==> config.mk <==
export PLATFORM = sky130hd
export DESIGN_NAME = shift_add_seq
export DESIGN_NICKNAME = d
export VERILOG_FILES = /design/src/rtl/shift_add_seq_pkg.sv /design/src/rtl/shift_add_seq_sipo_shift_reg.sv /design/src/rtl/shift_add_seq.sv
export SDC_FILE = /design/constraint.sdc
export NUM_CORES = 1
export LEC_CHECK = 0
export BUFFER_PORTS_ARGS = -buffer_cell sky130_fd_sc_hd__buf_2
export CAP_MARGIN = 15
export CORE_MARGIN = 3
export CORE_UTILIZATION = 40
export CTS_CLUSTER_DIAMETER = 100
export DETAILED_ROUTE_END_ITERATION = 8
export PLACE_DENSITY = 0.75
export SLEW_MARGIN = 40
export SYNTH_ARGS = -nofsm -noshare
export SYNTH_HDL_FRONTEND = slang
export SYNTH_HIERARCHICAL = 1
export SYNTH_SLANG_ARGS = --single-unit
==> constraint.sdc <==
create_clock -name Clock -period 2.8 [get_ports Clock]
set_input_delay 0.42 -clock Clock [delete_from_list [all_inputs] [get_ports Clock]]
set_output_delay 0.42 -clock Clock [all_outputs]
set_load 0.005 [all_outputs]
==> src/rtl/shift_add_seq_pkg.sv <==
// Shared constants for the bit-serial shift-and-add multiplier.
package shift_add_seq_pkg;

  localparam int unsigned DefaultWidth = 8;

endpackage

==> src/rtl/shift_add_seq_sipo_shift_reg.sv <==
// Serial-in / parallel-out shift register with synchronous reset, clear and enable.
module sipo_shift_reg
  import shift_add_seq_pkg::*;
#(
  parameter int unsigned Width = DefaultWidth
) (
  input  logic             clk_i,
  input  logic             rst_i,
  input  logic             clr_i,
  input  logic             en_i,
  input  logic             d_i,
  output logic [Width-1:0] q_o
);

  logic [Width-1:0] sr_q, sr_d;

  always_comb begin
    sr_d = sr_q;
    if (clr_i) begin
      sr_d = '0;
    end else if (en_i) begin
      sr_d = {sr_q[Width-2:0], d_i};
    end
  end

  always_ff @(posedge clk_i) begin
    if (rst_i) begin
      sr_q <= '0;
    end else begin
      sr_q <= sr_d;
    end
  end

  assign q_o = sr_q;

endmodule

==> src/rtl/shift_add_seq.sv <==
// Bit-serial coefficient multiplier: MSB-first serial word times a parallel-loaded
// coefficient, accumulated by double-and-add, modulo 2^WIDTH.
module shift_add_seq
  import shift_add_seq_pkg::*;
#(
  parameter int unsigned WIDTH = DefaultWidth
) (
  input  logic             Clock,
  input  logic             Reset,
  input  logic             ParaLoad,
  input  logic [WIDTH-1:0] CoeffData,
  input  logic             SerialIn,
  input  logic             EnableShiftAdd,
  output logic [WIDTH-1:0] ShiftRegA,
  output logic [WIDTH-1:0] ShiftRegB,
  output logic [WIDTH-1:0] ParallelOut
);

  logic [WIDTH-1:0] coeff_q, coeff_d;
  logic [WIDTH-1:0] acc_q, acc_d;

  // Overflow out of the top bit is intentionally dropped.
  always_comb begin
    coeff_d = coeff_q;
    acc_d   = acc_q;
    if (ParaLoad) begin
      coeff_d = CoeffData;
      acc_d   = '0;
    end else if (EnableShiftAdd) begin
      acc_d = {acc_q[WIDTH-2:0], 1'b0} + (SerialIn ? coeff_q : '0);
    end
  end

  always_ff @(posedge Clock) begin
    if (Reset) begin
      coeff_q <= '0;
      acc_q   <= '0;
    end else begin
      coeff_q <= coeff_d;
      acc_q   <= acc_d;
    end
  end

  sipo_shift_reg #(
    .Width (WIDTH)
  ) u_capture (
    .clk_i (Clock),
    .rst_i (Reset),
    .clr_i (ParaLoad),
    .en_i  (EnableShiftAdd),
    .d_i   (SerialIn),
    .q_o   (ShiftRegB)
  );

  assign ShiftRegA   = coeff_q;
  assign ParallelOut = acc_q;

endmodule

==> summary.md <==
| Metric | Value |
|---|---|
| Largest family of logic cells by synthesized area | `simple AND/OR/NAND/NOR gates` |
| Die height | `60.49 µm` |
| CP bufs+invs | `1` |
| Slew headroom | `65.76%` |
| Grt ovf | `0` |
| Worst endpoint required time | `3.03 ns` |
| Adder-Cell Fraction of Synth Area | `8.008%` |
| Vias per cell | `5.143` |
| Reg2reg path depth | `8` |
| Final HPWL DP | `1876 µm` |
| Inst Count DP | `186` |
| Tcrit/Tclk final | `71.05%` |
| Crit-path leading delay family | `compound AO/OA/AOI/OAI gates` |
| Async set-reset flop share out of synthesis | `0%` |
| Pre-CTS WS | `0.5329 ns` |
| Power per cell area | `414.7 nW/µm²` |
| CTS Root Cell | `clkbuf_4` |
| Simple-gate portion of the synthesized area | `21.60%` |
| Skew final | `0.003392 ns` |
| Hold Buf Count CTS | `0` |
| Worst-path clk slew | `0.12 ns` |
| Pre-antenna DRT Iters | `4` |
| Post-synth top cells | `dfxtp_1, nor2_1, mux2i_1` |
| Post-synth top area cell | `dfxtp_1` |
| Syn avg cell area | `9.499 µm²` |
| Synth warn | `6` |
| Port Buffers | `36` |
| Area share of the largest cell type after synthesis | `40.46%` |
| CP max stage delay | `0.40 ns` |
| Layout cells sized above 1 | `25.32%` |
| Hold WC Path Type | `in -> reg` |
| Count of non-filler cells in the finished layout | `189` |
| Synthesis-stage register bit count | `24` |
| Slew at the pin with the worst max-slew slack | `0.5136 ns` |
| Arr. time, crit path | `2.22 ns` |
| Routability Congestion | `0.7224` |
| Synth cell types | `34` |
| WL/cell | `12.67 µm` |
| Total track usage | `14.82%` |
| Final Power | `0.5733 mW` |
| Seq/Total Area, Yosys | `40.46%` |
| CP max FO | `3` |
| Routed vias | `972` |
| Outcome | `finished clean` |
| Final Critical Period | `1.990 ns` |
| Synthesized Nets | `145` |
| CP Class | `reg -> reg` |
| Setup TNS | `0 ns` |
| DRC | `0` |
| First-pass GRT wire length | `4146 µm` |
| Initial Utilization | `42.69%` |
| Mapped Area | `1187 µm²` |
| Worst path slowest cell | `fa_1` |
| EDFF count, synth | `0` |
| Top_reg_cell synth | `dfxtp_1` |
| Worst-skew pair later-pin latency | `0.30 ns` |
| Total CTS buffers | `3` |
| Area delta synth->final | `16.44%` |
| Clock sinks | `24` |
| Peak VDD IR | `292.8 µV` |
| Final WL | `2394 µm` |
| Crit path capture type | `flip-flop` |
| Post-synthesis xor/xnor area fraction | `1.475%` |
| Worst r2r src | `ShiftRegA[1]` |
| Compound-Gate Fraction of Synth Area | `7.798%` |
| Number of H-tree levels | `1` |
| Mux contribution to synthesized area | `15.17%` |
| Slew Viols, Final | `0` |
| Cells after Synth | `125` |
| Drt initial violations | `29` |
| Leak | `0.6873 nW` |
| Post-route setup slack | `0.8105 ns` |
| Routed Antenna Nets | `0` |
| Post-CTS Setup Inserts | `0` |
| Worst path depth | `8` |
| Crit path launch type | `flip-flop` |
| Final setup vio count | `0` |
| Nets | `180` |
| Largest net degree at the start of global routing | `26` |
| Min-Delay Path Depth | `3` |
| R2r setup slk | `0.81 ns` |
| Core ar. | `2781 µm²` |
| Area contributors post-synth | `dfxtp_1, mux2i_1, nor2_1` |
| Unrepaired setup endpoints after global routing | `false` |
| # rows | `19` |
| Cell-by-cell trace of the critical path | `and2_1 > ha_1 > inv_1 > fa_1 > nor2b_1 > o2111ai_1 > a31o_2 > a311oi_1` |
| Antenna cells | `0` |
| Max Clk Rate | `502.6 MHz` |
| Most frequent cell after synthesis | `dfxtp_1` |
| CTS tree | `built` |
| Die ar. | `3658 µm²` |
| Worst r2r dst | `ParallelOut[7]` |
| Antenna violations before repair | `0` |
| CTS Buffer Depth | `2` |
| Final hold vios | `0` |
| Vias in the first global route | `973` |
| Number of max-cap violations | `0` |
| Post-CTS Resized | `0` |
| Min-delay src | `CoeffData[4]` |
| Chip width | `60.49 µm` |
| Hold path endpoint | `ShiftRegA[4]` |
| Top Ports | `37` |
## where the power goes
group	total, mW	leakage (nW)	internal (mW)	switching [mW]
Sequential	0.358	0.195	0.351	0.00671
Combinational	0.0694	0.478	0.0325	0.0370
Clock	0.146	0.0138	0.0502	0.0959
## worst register-to-register path, stage by stage, from the launching register on
cell	delay (ns)
dfxtp_1	0.36
and2_1	0.13
ha_1	0.16
inv_1	0.05
fa_1	0.40
nor2b_1	0.16
o2111ai_1	0.14
a31o_2	0.26
a311oi_1	0.24
## metal layers
layer	GRT usage, %	up-vias	part of all wire (%)
li1	-	506	-
met1	19.09	441	47
met2	25.15	23	48
met3	3.404	2	4.8
met4	3.715	0	0.50
met5	0	-	0
## worst max path at each step
stage	from	to
floorplan	SerialIn	ParallelOut[7]
global placement	SerialIn	ParallelOut[7]
detailed placement	SerialIn	ParallelOut[7]
CTS	ShiftRegA[1]	ParallelOut[7]
global route	ShiftRegA[1]	ParallelOut[7]
finish	ShiftRegA[1]	ParallelOut[7]
## metrics by stage
stage          util, %  instance area, µm²  hold slack [ns]
3_3_place_gp     48.90                1360           0.4739
4_1_cts          49.71                1383           0.3368
5_1_grt          49.71                1383           0.3414
6_report         49.71                1383           0.3416
2_1_floorplan        -                1187           0.4762
3_5_place_dp     48.90                1360           0.4826
## registers in the layout, summed over array words and instances (netlist names)
register	count
ParallelOut	8
ShiftRegA	8
u_capture/q_o	8
## layout make-up
cell class                 count  area (µm²)
tap                           31       38.79
sequential                    24       480.5
fill                         266        1399
timing repair buffer          36       180.2
inverter                       5       18.77
multi-input combinational     90       641.9
clock buffer                   3       22.52
## placed cells by master (no fill, tap or decap), drive strengths merged, types with 2 or more instances in the layout
cell	synthesis	routed
nand3b	2	2
nand4	2	2
clkbuf	1	3
nor3b	3	3
xnor2	2	2
nor2	21	21
dfxtp	24	24
nand2	5	5
ha	6	6
and3	3	3
a21oi	4	4
and2	5	5
inv	5	5
nand3	2	2
mux2i	18	18
or2	2	2
buf	5	36
## cells by family after synthesis
group                      after synthesis
and+or+nand+nor                         50
DFF                                     24
muxes                                   18
AOI/OAI and AO/OA                       13
buffers and inverters                   11
adders and majority gates                7
xor gates and xnor gates                 2
No activity file was read; power rests on OpenSTA's default activity.
